`config.mk`:
```
export PLATFORM = sky130hd
export DESIGN_NAME = jk_exciter
export DESIGN_NICKNAME = d
export VERILOG_FILES = /design/src/rtl/jk_pkg.sv /design/src/rtl/jk_excite_bit.sv /design/src/rtl/jk_exciter.sv
export SDC_FILE = /design/constraint.sdc
export NUM_CORES = 1
export LEC_CHECK = 0
export CAP_MARGIN = 20
export CORE_MARGIN = 3
export CORE_UTILIZATION = 43
export DETAILED_ROUTE_END_ITERATION = 12
export GPL_ROUTABILITY_DRIVEN = 0
export HOLD_SLACK_MARGIN = 0.1
export MAX_ROUTING_LAYER = met4
export PLACE_DENSITY = 0.74
export SYNTH_ARGS = -nofsm -noshare
export SYNTH_HDL_FRONTEND = slang
export SYNTH_SLANG_ARGS = --single-unit
```
`constraint.sdc`:
```
create_clock -name clk -period 1.6 [get_ports clk]
set_input_delay 0.32 -clock clk [delete_from_list [all_inputs] [get_ports clk]]
set_output_delay 0.32 -clock clk [all_outputs]
set_load 0.05 [all_outputs]
```
`src/rtl/jk_pkg.sv`:
```
`default_nettype none
// ============================================================================
//  Module  : jk_pkg
//  Purpose : Shared definitions for the JK exciter: FSM state encoding and
//            the two-bit {J,K} drive codes applied to each flip-flop.
//  Ports   : none (package)
//  Options : none here; see jk_excite_bit for JK_EXCITER_TOGGLE_EN
//  Revision: 1.0 - initial release
// ============================================================================
package jk_pkg;

  // Sequencer states: accept a target, drive the bank, check the result.
  typedef enum logic [1:0] {
    ST_IDLE  = 2'd0,
    ST_DRIVE = 2'd1,
    ST_CHECK = 2'd2
  } state_t;

  // {J,K} drive codes.
  localparam logic [1:0] JK_HOLD = 2'b00;
  localparam logic [1:0] JK_RST  = 2'b01;
  localparam logic [1:0] JK_SET  = 2'b10;
  localparam logic [1:0] JK_TGL  = 2'b11;

endpackage : jk_pkg
`default_nettype wire

```
`src/rtl/jk_excite_bit.sv`:
```
`default_nettype none
// ============================================================================
//  Module  : jk_excite_bit
//  Purpose : Combinational JK excitation for one flip-flop. Given the
//            current Q (cur) and the wanted next Q (nxt), produce {j,k}.
//  Ports   : cur - current Q of the flop (tracked model)
//            nxt - requested next Q
//            j,k - excitation outputs
//  Options : JK_EXCITER_TOGGLE_EN - changed bits use toggle (11) instead of
//            set (10) / reset (01). Unchanged bits always hold (00).
//  Revision: 1.0 - initial release
// ============================================================================
module jk_excite_bit
  import jk_pkg::*;
(
  input  logic cur,
  input  logic nxt,
  output logic j,
  output logic k
);

  logic [1:0] w_code;

  always_comb begin
    w_code = JK_HOLD;
    if (cur != nxt) begin
`ifdef JK_EXCITER_TOGGLE_EN
      w_code = JK_TGL;
`else
      w_code = nxt ? JK_SET : JK_RST;
`endif
    end
  end

  assign j = w_code[1];
  assign k = w_code[0];

endmodule : jk_excite_bit
`default_nettype wire

```
`src/rtl/jk_exciter.sv`:
```
`default_nettype none
// ============================================================================
//  Module  : jk_exciter
//  Purpose : Drives the J/K inputs of a WIDTH-bit JK flip-flop bank so the
//            bank reaches a requested target word, then checks the fed-back
//            Q against the target. A tracked model of the bank's Q feeds the
//            excitation; it is resynchronised to the real Q after each check.
//  Ports   : clk       - rising-edge clock
//            reset     - synchronous active-high reset (shared with the bank)
//            tgt_valid - target word offered
//            tgt_ready - target can be accepted (IDLE only)
//            tgt_data  - requested next Q of the bank
//            j, k      - registered J/K drive, one bit per flop
//            q_fb      - Q fed back from the bank
//            done      - one-cycle pulse when an update attempt completes
//            mismatch  - valid with done; q_fb differed from the target
//            err_cnt   - saturating mismatch count since reset
//  Options : JK_EXCITER_TOGGLE_EN - toggle encoding for changed bits
//  Revision: 1.0 - initial release
// ============================================================================
module jk_exciter
  import jk_pkg::*;
#(
  parameter int WIDTH = 4,
  parameter int CNT_W = 8
) (
  input  logic             clk,
  input  logic             reset,
  input  logic             tgt_valid,
  output logic             tgt_ready,
  input  logic [WIDTH-1:0] tgt_data,
  output logic [WIDTH-1:0] j,
  output logic [WIDTH-1:0] k,
  input  logic [WIDTH-1:0] q_fb,
  output logic             done,
  output logic             mismatch,
  output logic [CNT_W-1:0] err_cnt
);

  state_t r_state;
  state_t w_state_nxt;

  logic [WIDTH-1:0] r_tgt;
  logic [WIDTH-1:0] r_model;
  logic [WIDTH-1:0] r_j;
  logic [WIDTH-1:0] r_k;
  logic             r_done;
  logic             r_mismatch;
  logic [CNT_W-1:0] r_err_cnt;

  logic [WIDTH-1:0] w_j;
  logic [WIDTH-1:0] w_k;
  logic             w_accept;
  logic             w_mismatch;

  // Excitation is computed from the model against the offered word so the
  // registered j/k are ready the cycle after accept.
  for (genvar gi = 0; gi < WIDTH; gi++) begin : g_bit
    jk_excite_bit u_bit (
      .cur (r_model[gi]),
      .nxt (tgt_data[gi]),
      .j   (w_j[gi]),
      .k   (w_k[gi])
    );
  end

  assign tgt_ready  = (r_state == ST_IDLE);
  assign w_accept   = tgt_valid && tgt_ready;
  assign w_mismatch = (q_fb != r_tgt);

  always_ff @(posedge clk) begin
    if (reset) r_state <= ST_IDLE;
    else       r_state <= w_state_nxt;
  end

  always_comb begin
    w_state_nxt = r_state;
    case (r_state)
      ST_IDLE:  if (w_accept) w_state_nxt = ST_DRIVE;
      ST_DRIVE: w_state_nxt = ST_CHECK;
      ST_CHECK: w_state_nxt = ST_IDLE;
      default:  w_state_nxt = ST_IDLE;
    endcase
  end

  always_ff @(posedge clk) begin
    if (reset) begin
      r_tgt      <= '0;
      r_model    <= '0;
      r_j        <= '0;
      r_k        <= '0;
      r_done     <= 1'b0;
      r_mismatch <= 1'b0;
      r_err_cnt  <= '0;
    end else begin
      r_done <= 1'b0;
      case (r_state)
        ST_IDLE: begin
          if (w_accept) begin
            r_tgt <= tgt_data;
            r_j   <= w_j;
            r_k   <= w_k;
          end
        end
        ST_DRIVE: begin
          // The bank latches j/k on this edge; release the drive afterwards.
          r_j <= '0;
          r_k <= '0;
        end
        ST_CHECK: begin
          r_done     <= 1'b1;
          r_mismatch <= w_mismatch;
          r_model    <= q_fb;
          if (w_mismatch && (r_err_cnt != {CNT_W{1'b1}}))
            r_err_cnt <= r_err_cnt + 1'b1;
        end
        default: ;
      endcase
    end
  end

  assign j        = r_j;
  assign k        = r_k;
  assign done     = r_done;
  assign mismatch = r_mismatch;
  assign err_cnt  = r_err_cnt;

endmodule : jk_exciter
`default_nettype wire

```
==> metrics.yaml, run 1 <==
synth:
  synthCells: 138
  synth_flop_cell: "dfxtp_1"
  syn_area_per_cell_um2: 8.69
  synth.cell_area_mm2: 0.00120
  synth_area_leaders: "dfxtp_1 47%, nand2_1 8.1%, a21oi_1 4.6%, nor2_1 4.4%, o31a_1 3.6%"
  ys_seq_area_share_pct: 46.7
  yosys_warnings: 0
  yosysMostFrequentCell: "dfxtp_1"
  synth_common_cells: "28 x dfxtp_1, 26 x nand2_1, 14 x nor2_1"
  synth.top_cell.area_share_pct: 46.7
  synth-seq-cells: 28
  synthArstFlopShare_pct: 0
  synth_area_leader_cell: "dfxtp_1"
  synth_edf_count: 0
  syn_nets: 150
  yosysUniqueCellTypes: 35
clock_tree:
  clk_pin_slew_ns: 0.15
  cts_buffers: 3
  insertion_delay_ns: 0.33
  cts_num_sinks: 28
  tritoncts: "yes"
  clockRootBuffer: "clkbuf_4"
  clk_path_buf_depth: 2
  cts_hold_buf: 0
  cts.htree.levels: 1
timing:
  skew_ns: 0.00540
  postLayoutSetupSlackWorst_ns: 0.0380
  rsz0062_at_grt: "true"
  slew_headroom_pct: 61.3
  worst_hold_slack_ns: 0.401
  hold_viol: 0
  fin_crit_ns: 1.56
  tightest_slew_ns: 0.579
  post-route-period-util_pct: 97.6
  max_freq_ghz: 0.640
  drv_slew: 0
  finalSetupViolCount: 0
pwr:
  ir_drop_uv: 651
  power_density_mw_per_mm2: 823
  fin_total_pwr_w: 0.00141
  p_leak_nw: 0.657
floorplanning:
  die_x_um: 58.8
  die_h_um: 58.8
  boundaryPins: 30
  core-area_mm2: 0.00257
  start_util_pct: 46.7
  dieArea_mm2: 0.00346
  rows: 18
finish:
  drive_gt1_share_pct: 30.3
  fin_util_pct: 66.6
  n_fill_cell: 198
  stdcell_area_mm2: 0.00171
  areaGrowthSynthToFinish_pct: 42.5
  antenna_cells: 0
  final_nets: 188
global_route:
  grtUsageTotal_pct: 17.4
  antenna_found_initial: 0
  grt_max_degree: 17
  grt.met3_usage_pct: 3.51
  use_met1_pct: 22.4
  grt_pass1_wl_mm: 4.53
  top_usage_layer: "met2"
  grt_use_met2_pct: 28.1
  overflow: 0
  grt_pass1_vias: 1034
detailed_routing:
  dr_total_vias: 1108
  route.detailed.wl_per_inst_um: 13.6
  drc: 0
  ant_nets: 0
  routed_via_density: 5.40
  first_iter_violations: 43
  dr.pass1.iters: 4
  drt_wl_total_mm: 2.78
worst_setup_path:
  end_kind: "flop"
  critPathLaunchType: "flop"
  crit_fanout: 8
  critPathLaunch: "r_tgt[1]"
  cp_data_required_time_ns: 1.84
  crit_arrival_ns: 1.80
  regToRegStartpoint: "r_tgt[1]"
  path_class: "reg -> reg"
placed_design:
  dpl_worst_slack_ns: -0.425
  place.port_buffers: 29
  dpl_cell_area_mm2: 0.00159
  hpwl_mm: 2.06
hold_path:
  hold_path.class: "in -> reg"
  hold_path.startpoint: "q_fb[3]"
outcome:
  status: "completed"
job:
  max_cap_violations: 0
-- layout make-up --
cell class	count	area, um2	area share, %
multi-input combinational	98	644	37.7
sequential	28	569	33.3
timing repair buffer	38	380	22.2
tap	30	37.5	2.19
clock inverter	1	30.0	1.76
inverter	7	26.3	1.54
clock buffer	3	22.5	1.32
-- final timing paths --
check                           slack, ns  cells past startpoint         end
worst max-delay path                 0.04                      5  err_cnt[3]
worst min-delay path                 0.40                      3  r_model[3]
worst max register to register       0.04                      5  err_cnt[3]
worst min register to register       0.47                      2    mismatch
-- cells in the final DEF (no fill, tap or decap), types with 2 or more instances in the layout --
master            n
buf_4            22
nor2b_1           2
nor2_1           13
o31a_1            5
nand3_1           4
o41ai_1           2
dlygate4sd2_1     4
nor4_1            2
buf_12            6
a32oi_1           4
xor2_2            4
clkdlybuf4s50_1   6
nand2_1          26
clkbuf_4          3
dfxtp_1          21
inv_1             7
or3_1             2
nand4_1           2
dfxtp_2           7
a21oi_1          11
-- repair_timing --
item                                    4_1_cts  5_1_grt
buffers inserted                              2        0
endpoints found under the setup margin        3        5
pin swaps                                     3        3
resized for setup                            10        3
hold endpoints to repair                      0        0
-- power breakdown --
group | internal [W] | switching [W]
logic | 0.0000840 | 0.000126
clock network | 0.000254 | 0.000211
registers | 0.000719 | 0.0000151
-- stage by stage --
step | TNS [ns] | instances
finish | 0 | 205
floorplan | 0 | 138
detailed placement | -3.22 | 199
CTS | 0 | 205
global route | -0.0528 | 205
global placement | -2.73 | 199
-- per-layer routing --
| metal | up-vias | wire length [um] |
|---|---|---|
| met5 | - | 0 |
| met4 | 0 | 25 |
| met3 | 2 | 149 |
| met2 | 32 | 1380 |
| met1 | 523 | 1230 |
| li1 | 551 | - |
-- flip-flops by register name (all words and copies together) (netlist names) --
| register | count |
|---|---|
| err_cnt | 8 |
| j | 4 |
| k | 4 |
| r_model | 4 |
| r_tgt | 4 |
| r_state | 2 |
| done | 1 |
| mismatch | 1 |
-- cell families (layout without fill, tap and decap cells) --
family | count (synthesis) | in the layout | share of synthesized area, %
DFF | 28 | 28 | 46.7
and+or+nand+nor | 61 | 61 | 24.0
adders and majority gates | 1 | 1 | 1.04
muxes | 3 | 3 | 3.02
AOI/OAI and AO/OA | 29 | 29 | 18.2
buffers and inverters | 12 | 49 | 4.07
xor gates and xnor gates | 4 | 4 | 2.92
-- critical path: stages, from the launching register on --
cell     delay [ns]
dfxtp_2        0.36
xor2_2         0.16
o41ai_2        0.38
buf_4          0.23
nor3_4         0.04
mux2_4         0.30
Power figures use the tool's default switching activity.
==> inputs of run 2 (changes only) <==
- PLACE_DENSITY: 0.74 -> 0.85
- SLEW_MARGIN: not set -> 30
==> run 2 against run 1 <==
Effect of this change:
- wire length grew 20%
- clock power increased by 4.3%
- largest power group unchanged
- critical path type unchanged
- first-iteration DRC count grew 37%
- via count increased by 6.0%
- non-clock buffer count increased by 5
- fmax up 1.0%
- hold slack worse by 0.019 ns
- design area grew 2.6%
- combinational power grew 5%
==> metrics.yaml, run 2 (synthesized netlist as in run 1, its figures left out) <==
worst_setup_path:
  crit_arrival_ns: 1.80  # about the same
  regToRegSetupSlack_ns: 0.05  # +0.02 ns
  path_class: "reg -> reg"
  end_kind: "flop"
  worst_r2r_path_depth: 5  # unchanged
  regToRegStartpoint: "r_tgt[3]"
  critPathSlowestCell: "dfxtp_2"
  critPathLaunchType: "flop"
  crit_fanout: 8  # unchanged
  cp_data_required_time_ns: 1.85  # about the same
  crit_chain: "xor2_2, o41ai_2, buf_4, nor3_2, mux2_4"
  r2r-end: "err_cnt[3]"
  worst_path_largest_cell_delay_ns: 0.37  # about the same
finish:
  stdcell_area_mm2: 0.00176  # +2.6%
  final_nets: 193  # +2.7%
  drive_gt1_share_pct: 34.4  # +4.2 points
  areaGrowthSynthToFinish_pct: 46.3
  n_fill_cell: 200  # +1.0%
  largest_reg_flops: 8  # unchanged
  fin_util_pct: 68.4  # +1.8 points
  final_cell_mix: "27 x buf_4, 26 x nand2_1, 19 x dfxtp_1, 13 x nor2_1, 11 x a21oi_1"
  antenna_cells: 0  # unchanged
  layout_commonest_cell: "buf_4"
hold_path:
  hold_path_depth: 3  # unchanged
  hold_path_end: "r_model[1]"
  hold_path.class: "in -> reg"
  hold_path.startpoint: "q_fb[1]"
placed_design:
  hpwl_mm: 2.26  # +10%
  dpl_cell_area_mm2: 0.00162  # +1.4%
  place.port_buffers: 29  # unchanged
timing:
  skew_ns: 0.00796  # +0.00256 ns
  finalSetupTns_ns: 0  # unchanged
  slew_headroom_pct: 57.8  # -3.5 points
  worst_hold_slack_ns: 0.382  # -0.0187 ns
  drv_slew: 0  # unchanged
  max_freq_ghz: 0.647  # +1.0%
  rsz0062_at_grt: "false"
  fin_crit_ns: 1.55  # -0.0159 ns
  post-route-period-util_pct: 96.6  # -0.99 points
  finalSetupViolCount: 0  # unchanged
  tightest_slew_ns: 0.632  # +0.0526 ns
  hold_viol: 0  # unchanged
pwr:
  power_density_mw_per_mm2: 821  # -0.34%
  p_seq_share_pct: 51.2  # -1.0 points
  p_int_w: 0.00106  # +0.74%
  ir_drop_uv: 570  # -12%
  power_frac_clock_pct: 33.6  # +0.6 points
  comb_power_share_pct: 15.3  # +0.4 points
  p_leak_nw: 0.682  # +3.9%
  p_switching_w: 0.000376  # +6.9%
  swShare_pct: 26.1  # +1.1 points
floorplanning:
  die_h_um: 58.8  # unchanged
  dieArea_mm2: 0.00346  # unchanged
  start_util_pct: 46.7  # unchanged
  die_x_um: 58.8  # unchanged
  rows: 18  # unchanged
  boundaryPins: 30  # unchanged
  core-area_mm2: 0.00257  # unchanged
detailed_routing:
  first_iter_violations: 59  # +37%
  drt_wl_total_mm: 3.33  # +20%
  dr_total_vias: 1175  # +6.0%
  route.detailed.wl_per_inst_um: 15.8  # +17%
  routed_via_density: 5.60  # +3.5%
  dr.pass1.iters: 4  # unchanged
  drc: 0  # unchanged
  ant_nets: 0  # unchanged
clock_tree:
  cts_buffers: 3  # unchanged
  insertion_delay_ns: 0.35  # +0.02 ns
  clk_path_buf_depth: 2  # unchanged
  cts.htree.levels: 1  # unchanged
  tritoncts: "yes"
  clockRootBuffer: "clkbuf_4"
  cts_hold_buf: 0  # unchanged
  cts_num_sinks: 28  # unchanged
  clk_pin_slew_ns: 0.16  # about the same
global_route:
  grtUsageTotal_pct: 20.7  # +3.3 points
  grt_use_met2_pct: 33.4  # +5.4 points
  antenna_found_initial: 0  # unchanged
  grt_pass1_vias: 1106  # +7.0%
  grt_pass1_wl_mm: 5.22  # +15%
  grt.met3_usage_pct: 3.29  # -0.22 points
  overflow: 0  # unchanged
  top_usage_layer: "met2"
  use_met1_pct: 23.6  # +1.2 points
  grt_max_degree: 17  # unchanged
outcome:
  status: "completed"
job:
  max_cap_violations: 0  # unchanged
[run 2: repair_timing]
action / 4_1_cts / 5_1_grt
resized for setup: 10 / 7
setup buffers: 1 / 3
gates cloned: 0 / 0
setup endpoints to repair: 4 / 3
pin swaps: 4 / 3
[run 2: how the worst max path moves through the flow]
stage          startpoint         end  depth (start not counted)
6_report         r_tgt[3]  err_cnt[3]                          5
5_1_grt          r_tgt[0]  err_cnt[0]                          6
4_1_cts          r_tgt[0]  err_cnt[3]                          5
2_1_floorplan  err_cnt[5]  err_cnt[3]                          4
3_3_place_gp      q_fb[0]  err_cnt[5]                          6
3_5_place_dp      q_fb[0]  err_cnt[5]                          6
[run 2: layout make-up]
type                            count  area (um2)  area share, %
Clock buffer                        3        22.5           1.28
Clock inverter                      1        30.0           1.71
Inverter                            7        26.3           1.50
Multi-Input combinational cell     98         649           37.0
Sequential cell                    28         572           32.6
Tap cell                           30        37.5           2.14
Timing Repair Buffer               43         418           23.8
[run 2: worst max-delay path, delay by kind of cell, from the launching register on]
family                 cells  cell delay, ns
buffers and inverters      1            0.22
flip-flops                 1            0.37
AND/OR/NAND/NOR            1            0.07
XOR/XNOR                   1            0.18
AO/OA/AOI/OAI              1            0.31
multiplexers               1            0.30
[run 2: metrics by stage]
stage / worst slack [ns] / power [W] / std cells
5_1_grt: 0.0100 / 0.00149 / 210
6_report: 0.0539 / 0.00144 / 210
4_1_cts: 0.0118 / 0.00143 / 207
3_3_place_gp: -0.448 / 0.000947 / 202
2_1_floorplan: 0.00684 / 0.000863 / 138
3_5_place_dp: -0.575 / 0.000957 / 202
[run 2: layer usage]
| metal | vias up | share of wire, % |
|---|---|---|
| li1 | 557 | - |
| met1 | 567 | 42 |
| met2 | 40 | 50 |
| met3 | 11 | 4.5 |
| met4 | 0 | 3.1 |
| met5 | - | 0 |
[run 2: power by group through the flow]
stage	clock network, W	registers [W]	logic, W
final	0.000484	0.000737	0.000220
after floorplan	0	0.000779	0.0000847
after detailed placement	0	0.000748	0.000208
after global routing	0.000512	0.000739	0.000234
after global placement	0	0.000746	0.000201
after CTS	0.000483	0.000735	0.000215
